`config.mk`:
```
export PLATFORM = sky130hd
export DESIGN_NAME = mem_port_arbiter_flat
export DESIGN_NICKNAME = d
export VERILOG_FILES = /design/src/rtl/mem_port_arbiter_if.sv /design/src/rtl/mem_port_arbiter.sv /design/src/flat_wrapper.sv
export SDC_FILE = /design/constraint.sdc
export NUM_CORES = 1
export LEC_CHECK = 0
export ABC_AREA = 0
export BUFFER_PORTS_ARGS = -buffer_cell sky130_fd_sc_hd__buf_2
export CAP_MARGIN = 20
export CORE_ASPECT_RATIO = 0.7
export CORE_MARGIN = 5
export CORE_UTILIZATION = 47
export CTS_BUF_LIST = sky130_fd_sc_hd__clkbuf_4
export CTS_CLUSTER_DIAMETER = 50
export CTS_CLUSTER_SIZE = 28
export DETAILED_ROUTE_END_ITERATION = 7
export MAX_ROUTING_LAYER = met4
export PLACE_DENSITY = 0.9
export SLEW_MARGIN = 10
export SYNTH_ARGS = -nofsm -noshare
export SYNTH_HDL_FRONTEND = slang
export SYNTH_SLANG_ARGS = --single-unit
```
`constraint.sdc`:
```
create_clock -name clk -period 5.17 [get_ports clk]
set_input_delay 0.2585 -clock clk [delete_from_list [all_inputs] [get_ports clk]]
set_output_delay 0.2585 -clock clk [all_outputs]
set_load 0.02 [all_outputs]
```
`src/rtl/mem_port_arbiter_if.sv`:
```
// mem_port_arbiter_if: bundle of the two requester buses (instruction fetch
// and load/store) plus the shared memory port.
//   slave  : arbiter view (takes requests, drives grants/responses and mem_*)
//   master : environment view (requesters and memory model)
interface mem_port_arbiter_if #(
  parameter int ADDR_W = 32,
  parameter int DATA_W = 32
);
  // instruction-fetch requester
  logic              if_req;
  logic [ADDR_W-1:0] if_addr;
  logic              if_gnt;
  logic              if_rvalid;
  logic [DATA_W-1:0] if_rdata;
  // load/store requester
  logic              d_req;
  logic              d_we;
  logic [ADDR_W-1:0] d_addr;
  logic [DATA_W-1:0] d_wdata;
  logic [3:0]        d_be;
  logic              d_gnt;
  logic              d_rvalid;
  logic [DATA_W-1:0] d_rdata;
  // shared memory port
  logic              mem_req;
  logic              mem_we;
  logic [ADDR_W-1:0] mem_addr;
  logic [DATA_W-1:0] mem_wdata;
  logic [3:0]        mem_be;
  logic              mem_ready;
  logic              mem_rvalid;
  logic [DATA_W-1:0] mem_rdata;

  modport slave (
    input  if_req, if_addr, d_req, d_we, d_addr, d_wdata, d_be,
           mem_ready, mem_rvalid, mem_rdata,
    output if_gnt, if_rvalid, if_rdata, d_gnt, d_rvalid, d_rdata,
           mem_req, mem_we, mem_addr, mem_wdata, mem_be
  );

  modport master (
    output if_req, if_addr, d_req, d_we, d_addr, d_wdata, d_be,
           mem_ready, mem_rvalid, mem_rdata,
    input  if_gnt, if_rvalid, if_rdata, d_gnt, d_rvalid, d_rdata,
           mem_req, mem_we, mem_addr, mem_wdata, mem_be
  );
endinterface

```
`src/rtl/mem_port_arbiter.sv`:
```
// mem_port_arbiter: shares one memory port between instruction fetch (IF)
// and load/store (DATA). One transaction in flight; DATA has priority, IF
// wins a tie after STARVE_LIMIT consecutive lost ties (0 = strict DATA).
// Ports:
//   clk, reset      clock, async active-high reset
//   bus (slave)     requester buses + memory port (see mem_port_arbiter_if)
//   busy            FSM not in IDLE
//   prot_err        sticky: mem_rvalid seen outside RESP
//   if_grant_cnt,
//   d_grant_cnt     grant counters, only with MEM_ARB_PERF_CNT_EN defined
//                   (otherwise tied to 0)
module mem_port_arbiter #(
  parameter int ADDR_W       = 32,
  parameter int DATA_W       = 32,
  parameter int STARVE_LIMIT = 4
) (
  input  logic                clk,
  input  logic                reset,
  mem_port_arbiter_if.slave   bus,
  output logic                busy,
  output logic                prot_err,
  output logic [31:0]         if_grant_cnt,
  output logic [31:0]         d_grant_cnt
);
  localparam logic [1:0] S_IDLE  = 2'd0;
  localparam logic [1:0] S_ISSUE = 2'd1;
  localparam logic [1:0] S_RESP  = 2'd2;

  localparam logic [1:0] OWN_NONE = 2'd0;
  localparam logic [1:0] OWN_IF   = 2'd1;
  localparam logic [1:0] OWN_D    = 2'd2;

  localparam int              SW  = (STARVE_LIMIT < 1) ? 1 : $clog2(STARVE_LIMIT + 1);
  localparam logic [SW-1:0]   LIM = SW'(STARVE_LIMIT);

  logic [1:0]        state, owner;
  logic [SW-1:0]     starve_cnt;
  logic [ADDR_W-1:0] addr_q;
  logic [DATA_W-1:0] wdata_q;
  logic [3:0]        be_q;
  logic              we_q;
  logic              if_rvalid_q, d_rvalid_q;
  logic [DATA_W-1:0] if_rdata_q, d_rdata_q;
  logic              aged, if_win, d_win;

  // IF has lost enough ties to take the next one.
  assign aged = (STARVE_LIMIT != 0) && (starve_cnt == LIM);

  // Grants are decided combinationally in IDLE so the grant cycle is also
  // the cycle the request is latched; masked during reset so every output
  // reads 0 while it is held.
  always_comb begin
    if_win = 1'b0;
    d_win  = 1'b0;
    if (state == S_IDLE && !reset) begin
      if_win = bus.if_req && (!bus.d_req || aged);
      d_win  = bus.d_req && !if_win;
    end
  end

  assign bus.if_gnt    = if_win;
  assign bus.d_gnt     = d_win;
  assign bus.if_rvalid = if_rvalid_q;
  assign bus.if_rdata  = if_rdata_q;
  assign bus.d_rvalid  = d_rvalid_q;
  assign bus.d_rdata   = d_rdata_q;

  assign bus.mem_req   = (state == S_ISSUE);
  assign bus.mem_we    = bus.mem_req & we_q;
  assign bus.mem_be    = bus.mem_req ? be_q : 4'h0;
  assign bus.mem_addr  = addr_q;
  assign bus.mem_wdata = wdata_q;
  assign busy          = (state != S_IDLE);

  always_ff @(posedge clk or posedge reset) begin
    if (reset) begin
      state       <= S_IDLE;
      owner       <= OWN_NONE;
      starve_cnt  <= '0;
      addr_q      <= '0;
      wdata_q     <= '0;
      be_q        <= '0;
      we_q        <= 1'b0;
      if_rvalid_q <= 1'b0;
      d_rvalid_q  <= 1'b0;
      if_rdata_q  <= '0;
      d_rdata_q   <= '0;
      prot_err    <= 1'b0;
    end else begin
      if_rvalid_q <= 1'b0;
      d_rvalid_q  <= 1'b0;
      if (bus.mem_rvalid && state != S_RESP) prot_err <= 1'b1;
      case (state)
        S_IDLE: begin
          if (if_win) begin
            addr_q     <= bus.if_addr;
            we_q       <= 1'b0;
            wdata_q    <= '0;
            be_q       <= 4'hF;
            owner      <= OWN_IF;
            starve_cnt <= '0;
            state      <= S_ISSUE;
          end else if (d_win) begin
            addr_q  <= bus.d_addr;
            we_q    <= bus.d_we;
            wdata_q <= bus.d_wdata;
            be_q    <= bus.d_be;
            owner   <= OWN_D;
            state   <= S_ISSUE;
            // IF lost a tie: age it, saturating at the limit.
            if (bus.if_req && starve_cnt != LIM) starve_cnt <= starve_cnt + 1'b1;
          end
        end
        S_ISSUE: begin
          if (bus.mem_ready) begin
            if (we_q) begin
              // only DATA can own a write; ack it with zero read data
              d_rvalid_q <= 1'b1;
              d_rdata_q  <= '0;
              owner      <= OWN_NONE;
              state      <= S_IDLE;
            end else begin
              state <= S_RESP;
            end
          end
        end
        S_RESP: begin
          if (bus.mem_rvalid) begin
            if (owner == OWN_IF) begin
              if_rdata_q  <= bus.mem_rdata;
              if_rvalid_q <= 1'b1;
            end else begin
              d_rdata_q  <= bus.mem_rdata;
              d_rvalid_q <= 1'b1;
            end
            owner <= OWN_NONE;
            state <= S_IDLE;
          end
        end
        default: state <= S_IDLE;
      endcase
    end
  end

`ifdef MEM_ARB_PERF_CNT_EN
  logic [31:0] if_cnt_q, d_cnt_q;

  always_ff @(posedge clk or posedge reset) begin
    if (reset) begin
      if_cnt_q <= '0;
      d_cnt_q  <= '0;
    end else begin
      if (if_win) if_cnt_q <= if_cnt_q + 32'd1;
      if (d_win)  d_cnt_q  <= d_cnt_q + 32'd1;
    end
  end

  assign if_grant_cnt = if_cnt_q;
  assign d_grant_cnt  = d_cnt_q;
`else
  assign if_grant_cnt = '0;
  assign d_grant_cnt  = '0;
`endif
endmodule

```
`src/flat_wrapper.sv`:
```
// flat-port wrapper written by rule: the top's interface ports become plain ports
module mem_port_arbiter_flat 
#(
  parameter int ADDR_W       = 32,
  parameter int DATA_W       = 32,
  parameter int STARVE_LIMIT = 4
)
  (clk, reset, busy, prot_err, if_grant_cnt, d_grant_cnt, bus_if_req, bus_if_addr, bus_d_req, bus_d_we, bus_d_addr, bus_d_wdata, bus_d_be, bus_mem_ready, bus_mem_rvalid, bus_mem_rdata, bus_if_gnt, bus_if_rvalid, bus_if_rdata, bus_d_gnt, bus_d_rvalid, bus_d_rdata, bus_mem_req, bus_mem_we, bus_mem_addr, bus_mem_wdata, bus_mem_be);
  mem_port_arbiter_if #(.ADDR_W(ADDR_W), .DATA_W(DATA_W)) bus_i ();
  input  logic clk;
  input  logic reset;
  output logic busy;
  output logic prot_err;
  output logic [31:0] if_grant_cnt;
  output logic [31:0] d_grant_cnt;
  input wire logic [$bits(bus_i.if_req)-1:0] bus_if_req;
  input wire logic [$bits(bus_i.if_addr)-1:0] bus_if_addr;
  input wire logic [$bits(bus_i.d_req)-1:0] bus_d_req;
  input wire logic [$bits(bus_i.d_we)-1:0] bus_d_we;
  input wire logic [$bits(bus_i.d_addr)-1:0] bus_d_addr;
  input wire logic [$bits(bus_i.d_wdata)-1:0] bus_d_wdata;
  input wire logic [$bits(bus_i.d_be)-1:0] bus_d_be;
  input wire logic [$bits(bus_i.mem_ready)-1:0] bus_mem_ready;
  input wire logic [$bits(bus_i.mem_rvalid)-1:0] bus_mem_rvalid;
  input wire logic [$bits(bus_i.mem_rdata)-1:0] bus_mem_rdata;
  output wire logic [$bits(bus_i.if_gnt)-1:0] bus_if_gnt;
  output wire logic [$bits(bus_i.if_rvalid)-1:0] bus_if_rvalid;
  output wire logic [$bits(bus_i.if_rdata)-1:0] bus_if_rdata;
  output wire logic [$bits(bus_i.d_gnt)-1:0] bus_d_gnt;
  output wire logic [$bits(bus_i.d_rvalid)-1:0] bus_d_rvalid;
  output wire logic [$bits(bus_i.d_rdata)-1:0] bus_d_rdata;
  output wire logic [$bits(bus_i.mem_req)-1:0] bus_mem_req;
  output wire logic [$bits(bus_i.mem_we)-1:0] bus_mem_we;
  output wire logic [$bits(bus_i.mem_addr)-1:0] bus_mem_addr;
  output wire logic [$bits(bus_i.mem_wdata)-1:0] bus_mem_wdata;
  output wire logic [$bits(bus_i.mem_be)-1:0] bus_mem_be;
  assign bus_i.if_req = bus_if_req;
  assign bus_i.if_addr = bus_if_addr;
  assign bus_i.d_req = bus_d_req;
  assign bus_i.d_we = bus_d_we;
  assign bus_i.d_addr = bus_d_addr;
  assign bus_i.d_wdata = bus_d_wdata;
  assign bus_i.d_be = bus_d_be;
  assign bus_i.mem_ready = bus_mem_ready;
  assign bus_i.mem_rvalid = bus_mem_rvalid;
  assign bus_i.mem_rdata = bus_mem_rdata;
  assign bus_if_gnt = bus_i.if_gnt;
  assign bus_if_rvalid = bus_i.if_rvalid;
  assign bus_if_rdata = bus_i.if_rdata;
  assign bus_d_gnt = bus_i.d_gnt;
  assign bus_d_rvalid = bus_i.d_rvalid;
  assign bus_d_rdata = bus_i.d_rdata;
  assign bus_mem_req = bus_i.mem_req;
  assign bus_mem_we = bus_i.mem_we;
  assign bus_mem_addr = bus_i.mem_addr;
  assign bus_mem_wdata = bus_i.mem_wdata;
  assign bus_mem_be = bus_i.mem_be;
  mem_port_arbiter #(.ADDR_W(ADDR_W), .DATA_W(DATA_W), .STARVE_LIMIT(STARVE_LIMIT)) u_core (.clk(clk), .reset(reset), .bus(bus_i), .busy(busy), .prot_err(prot_err), .if_grant_cnt(if_grant_cnt), .d_grant_cnt(d_grant_cnt));
endmodule
```
==> metrics.cfg, run 1 <==
[synth]
synth.yosys.warnings = 0
post_synth_num_cell_types = 32
synth-seq-area-share_pct = 54.2
synth_top_flop_cell = dfrtp_1
post_syn_area_per_cell_um2 = 9.85
ys_seq_elements = 143
number_of_enable_flip_flop_cells_after_synthesis = 0
post_synthesis_cell_area_um2 = 6600
postSynthCellCount = 670
synth_async_sr_flop_share_pct = 100

[clocking]
number_of_levels_in_the_clock_h_tree = 4
clock_insertion_delay_worst_skew_ps = 530
ctsRootBufferMaster = clkbuf_4
post_cts_hold_buffer_count = 130
cts_made_buffers = 17
clock_sink_count = 143
clock_tree_from_tritoncts = yes
clkTransAtPathRegs_ps = 130
cts_repair_resize_count = 0
cts_buffer_depth = 2
postCtsSetupRepairBufs = 0

[timing]
highest_clock_rate_mhz = 302
post_route_fraction_of_the_period_consumed_by_the_critical_path_pct = 64.1
final_hold_viol_count = 0
final_number_of_max_transition_violations = 0
slew_headroom_pct = 45.0
final.min_clock_period_ps = 3310
skew_ps = 23.9
setup_tns_ps = 0
timing_worst_slew_pin_value_ps = 825
report.final.setup_viol = 0
rsz0062_at_grt = no
postLayoutSetupSlackWorst_ps = 1860

[critical_path]
critical_path_required_ps = 4910
setup.worst_path.start = u_core.state[1]
crit_arrival_ps = 3060
cp_max_fo = 69
critPathCaptureType = primary output
r2r-end = u_core.bus.mem_addr[29]
start_to_end_type_of_the_worst_setup_path = reg -> out
regToRegStartpoint = u_core.state[1]
startpoint_kind_of_the_worst_setup_timing_path = flop
reg2reg_slack_ps = 2000
rr_worst_depth = 8

[power_and_ir_drop]
power_density_nw_per_um2 = 528
total_leakage_power_nw = 5.32
power_total_w = 0.00499
ir_drop_uv = 314

[global_routing]
gr-usage-all-layers_pct = 26.4
vias_in_the_first_global_route = 6422
grt_pass1_wl_mm = 32.9
overflow = 0
grt_max_degree = 94
number_of_antenna_violations_at_the_first_check_in_global_routing = 0

[cells_and_area]
layout_commonest_cell = buf_2
layout.nets = 1216
most-common-layout-cells = buf_2 (278), nand2_1 (210), dfrtp_1 (143), dlygate4sd3_1 (131), conb_1 (64)
layoutNonFillerInstCount = 1274
filler_cell_count = 963
finalCoreUtilization_pct = 68.3
drive_gt1_share_pct = 30.2
areaGrowthSynthToFinish_pct = 43.0

[hold_path]
hold_class = in -> reg
holdPathEnd = u_core.bus.mem_addr[28]
min_from = bus_if_addr[28]
min_delay_path_depth = 3

[routing]
drc_errors = 0
post_drt_wl_per_cell_um = 17.0
wirelength_mm = 21.7
routed_via_density = 4.89
routed-via-count = 6232
detail_route.first_pass.iterations = 5
detail-route-antenna-nets = 0
drt_iter0_markers = 343

[place]
place.port_buffers = 278
routabilityCongestion = 0.810
dp_slack_ps = 2460
dp_hpwl_mm = 13.1
post-place-cells = 1109

[run]
timing.max_cap.violations = 0

[floorplan]
ioPinCount = 343
die_area_um2 = 16500
floorplan.die.height_um = 109
initial_utilization_pct = 47.7
die_outline_width_um = 152
design.core.area_um2 = 13800
std_cell_rows = 36

[run_status]
status = complete, no violations

-- cells in the mapped netlist, drive strengths merged (2+ instances only) --
| library cell | n | area (um^2) |
|---|---|---|
| ha | 7 | 87.6 |
| nand2b | 2 | 20.0 |
| and2 | 6 | 37.5 |
| mux2i | 32 | 320 |
| buf | 87 | 639 |
| mux2 | 3 | 33.8 |
| inv | 42 | 160 |
| a21o | 32 | 240 |
| clkbuf | 12 | 45.0 |
| a22o | 33 | 289 |
| nand3 | 7 | 35.0 |
| dfrtp | 143 | 3580 |
| o21ai | 3 | 15.0 |
| o21bai | 2 | 15.0 |
| nor2b | 2 | 12.5 |
| nand2 | 210 | 788 |
| nor2 | 5 | 26.3 |
| a21oi | 34 | 170 |
-- cell type report --
type	count	area (um^2)	area share [%]
inverters	42	165	1.75
diodes	1	2.50	0.0265
multi-input cells	449	2410	25.6
clock buffers	17	128	1.35
well taps	190	238	2.52
repair buffers	417	2780	29.5
flip-flops and latches	143	3580	37.9
clock inverters	15	129	1.37
-- where the power goes --
group	switching [W]	internal [W]	leakage, nW
clock network	0.000465	0.000207	0.134
logic	0.00147	0.00102	3.31
registers	0.000270	0.00156	1.87
-- registers in the layout (all words and copies together) (netlist names) --
| register | cells |
|---|---|
| u_core.be_q | 4 |
| u_core.bus.d_rdata | 32 |
| u_core.bus.d_rvalid | 1 |
| u_core.bus.if_rdata | 32 |
| u_core.bus.if_rvalid | 1 |
| u_core.bus.mem_addr | 32 |
| u_core.bus.mem_wdata | 32 |
| u_core.owner | 2 |
| u_core.prot_err | 1 |
| u_core.starve_cnt | 3 |
| u_core.state | 2 |
| u_core.we_q | 1 |
-- critical path, cell delays in order (launching register included) --
cell and delay, ps:
dfrtp_1 450, inv_1 110, ha_1 240, and3b_1 260, nand2b_4 140, inv_4 230, nor2_4 730, buf_2 310
-- through the flow --
step	area [um^2]	hold WS, ps
final	9440	71.2
after global routing	9440	13.8
after CTS	9400	0.588
after detailed placement	7840	460
after global placement	7840	454
after floorplan	6830	364
-- worst max-delay path by stage --
stage                      to  slack (ps)  depth (start not counted)
2_1_floorplan  u_core.be_q[0]        1070                          1
3_3_place_gp        bus_d_gnt        2550                          7
3_5_place_dp        bus_d_gnt        2460                          7
4_1_cts             bus_d_gnt        1840                          7
5_1_grt             bus_d_gnt        1670                          7
6_report            bus_d_gnt        1860                          7
-- cell families (layout without fill, tap and decap cells) --
kind of cell / Yosys count / count (layout) / synth area share, %
simple gates: 234 / 234 / 14.2
flops: 143 / 143 / 54.2
buf+inv: 141 / 491 / 12.8
compound gates: 108 / 108 / 11.9
mux: 35 / 35 / 5.37
fa+ha+maj: 7 / 7 / 1.33
other cells: 1 / 65 / 0.0568
xor+xnor: 1 / 1 / 0.133
-- per-layer routing --
layer  GRT usage, %  up-vias  part of all wire (%)  wire (um)
li1               -     2830                     -          -
met1           30.3     3007                    38       8300
met2           44.4      344                    50      10900
met3           7.02       51                   8.5       1840
met4           10.6        0                   3.0        647
met5              -        -                     0          0
Note: power is estimated with default switching activity, not from simulation.
==> run 2, diff against run 1 <==
--- a/config.mk
+++ b/config.mk
@@ -10,13 +10,13 @@
 export CAP_MARGIN = 20
 export CORE_ASPECT_RATIO = 0.7
 export CORE_MARGIN = 5
-export CORE_UTILIZATION = 47
+export CORE_UTILIZATION = 42
 export CTS_BUF_LIST = sky130_fd_sc_hd__clkbuf_4
 export CTS_CLUSTER_DIAMETER = 50
 export CTS_CLUSTER_SIZE = 28
 export DETAILED_ROUTE_END_ITERATION = 7
 export MAX_ROUTING_LAYER = met4
-export PLACE_DENSITY = 0.9
+export PLACE_DENSITY = 0.85
 export SLEW_MARGIN = 10
 export SYNTH_ARGS = -nofsm -noshare
 export SYNTH_HDL_FRONTEND = slang
==> constraint.sdc (replaced) <==
create_clock -name clk -period 2.7 [get_ports clk]
set_input_delay 0.135 -clock clk [delete_from_list [all_inputs] [get_ports clk]]
set_output_delay 0.135 -clock clk [all_outputs]
set_load 0.02 [all_outputs]
==> run 2 against run 1 <==
Against the previous run: clock power rose by 110%; sequential share of layout area fell by 0.92 points; first-iteration DRC count grew 27%; wire length fell by 3.2%; critical path depth increased by 2; cell count grew 1.9%; largest power group unchanged; highest routed layer unchanged; power increased by 97%; non-clock buffer count grew 15; combinational power increased by 97%; critical endpoint is now u_core.bus.mem_addr[5]; via count fell by 1.3%.
==> metrics.cfg, run 2 (same netlist as run 1, synthesis figures left out) <==
[timing]
post_route_hold_slack_ps = 107
final_hold_viol_count = 0
final.min_clock_period_ps = 2570
setup_tns_ps = 0
post_route_fraction_of_the_period_consumed_by_the_critical_path_pct = 95.1
skew_ps = 20.8
rsz0062_at_grt = no
highest_clock_rate_mhz = 389
report.final.setup_viol = 0
final_number_of_max_transition_violations = 0

[cells_and_area]
layoutNonFillerInstCount = 1298
drive_gt1_share_pct = 30.7
filler_cell_count = 1202
most-common-layout-cells = buf_2 (278), nand2_1 (210), dfrtp_1 (143), dlygate4sd3_1 (136), conb_1 (64)
finalCoreUtilization_pct = 62.6
layout.nets = 1231
areaGrowthSynthToFinish_pct = 46.6
layout_commonest_cell = buf_2
post-route-cell-area_um2 = 9670

[global_routing]
grt_max_degree = 69
overflow = 0
grt_pass1_wl_mm = 33.2
number_of_antenna_violations_at_the_first_check_in_global_routing = 1
vias_in_the_first_global_route = 6432
gr-usage-all-layers_pct = 23.4

[critical_path]
critPathCaptureType = flop
crit_arrival_ps = 2970
path_delay_family = buffers and inverters
regToRegStartpoint = u_core.state[1]
startpoint_kind_of_the_worst_setup_timing_path = flop
cp_max_fo = 68
path_cells = inv_1, ha_1, and3b_2, nand2b_4, inv_4, buf_12, a22o_1, a21o_1, dlygate4sd3_1
setup.worst_path.start = u_core.state[1]
crit_path_top_delay_cell = dlygate4sd3_1
reg2reg_slack_ps = 130
path_buf_inv = 4
critical_path_required_ps = 3100
r2r-end = u_core.bus.mem_addr[5]
cp_slowest_stage_delay_ps = 560
rr_worst_depth = 9
start_to_end_type_of_the_worst_setup_path = reg -> reg

[place]
routabilityCongestion = 0.851
post_dp_cell_area_um2 = 7980
post-place-cells = 1128
place.port_buffers = 278
dp_hpwl_mm = 13.4

[clocking]
clkTransAtPathRegs_ps = 110
ctsRootBufferMaster = clkbuf_4
cts_buffer_depth = 2
clock_sink_count = 143
clock_tree_from_tritoncts = yes
clock_insertion_delay_worst_skew_ps = 520
cts_made_buffers = 17
number_of_levels_in_the_clock_h_tree = 4

[routing]
detail_route.first_pass.iterations = 5
drt_iter0_markers = 434
wirelength_mm = 21.0
detail-route-antenna-nets = 0
post_drt_wl_per_cell_um = 16.2
routed-via-count = 6149
routed_via_density = 4.74
drc_errors = 0

[hold_path]
min_from = bus_d_req
min_delay_path_depth = 4
hold_class = in -> reg
holdPathEnd = u_core.starve_cnt[1]

[run_status]
status = complete, no violations

[floorplan]
die_area_um2 = 18400
std_cell_rows = 38
die_outline_width_um = 160
floorplan.die.height_um = 115
initial_utilization_pct = 42.7
design.core.area_um2 = 15500
ioPinCount = 343

[power_and_ir_drop]
power_density_nw_per_um2 = 1020
ir_drop_uv = 649
total_leakage_power_nw = 5.43

[run]
timing.max_cap.violations = 0

run 2: cell types whose count changed in the layout (fill, tap and decap cells not counted), moves of 3 or more:
| cell | before | now |
|---|---|---|
| buf_12 | 0 | 6 |
| buf_4 | 7 | 12 |
| bufinv_16 | 0 | 3 |
| dlygate4sd3_1 | 131 | 136 |
| inv_8 | 4 | 0 |
run 2: through the flow:
step / power, W / worst slack (ps)
after floorplan: 0.00642 / 774
after global routing: 0.0104 / 24.6
after CTS: 0.00978 / 54.7
final: 0.00984 / 132
after global placement: 0.00769 / 728
after detailed placement: 0.00781 / 631
run 2: worst max path at each step:
stage / to / cells past startpoint
floorplan: u_core.be_q[0] / 1
global placement: bus_d_gnt / 7
detailed placement: u_core.owner[1] / 8
CTS: bus_d_gnt / 7
global route: bus_if_gnt / 7
finish: u_core.bus.mem_addr[5] / 9
run 2: power breakdown:
part	internal, W	switching, W
clock network	0.000653	0.000785
logic	0.00210	0.00282
registers	0.00298	0.000508
total	0.00573	0.00411
run 2: what timing repair did:
action | in CTS | in global routing
endpoints found under the hold margin | 185 | 0
buffers inserted | 0 | 2
hold buffers | 136 | 0
setup endpoints to repair | 0 | 22
gates resized for setup | 0 | 1
run 2: final cells by class:
type / count / area (um^2) / area share (%)
multi-input cells: 449 / 2420 / 25.0
diodes: 1 / 2.50 / 0.0259
clock inverters: 13 / 163 / 1.68
inverters: 42 / 164 / 1.69
well taps: 200 / 250 / 2.59
clock buffers: 18 / 135 / 1.40
flip-flops and latches: 143 / 3580 / 37.0
repair buffers: 432 / 2960 / 30.6
run 2: worst register-to-register path: stages (launching register included):
cell           delay, ps
dfrtp_1              440
inv_1                100
ha_1                 230
and3b_2              260
nand2b_4             140
inv_4                 60
buf_12               180
a22o_1               330
a21o_1               160
dlygate4sd3_1        560
run 2: routing by layer:
| layer | global-route usage, % | vias to the layer above | share of wire [%] |
|---|---|---|---|
| li1 | - | 2851 | - |
| met1 | 27.7 | 2951 | 40 |
| met2 | 39.1 | 312 | 50 |
| met3 | 7.02 | 35 | 7.9 |
| met4 | 7.28 | 0 | 2.0 |
| met5 | - | - | 0 |
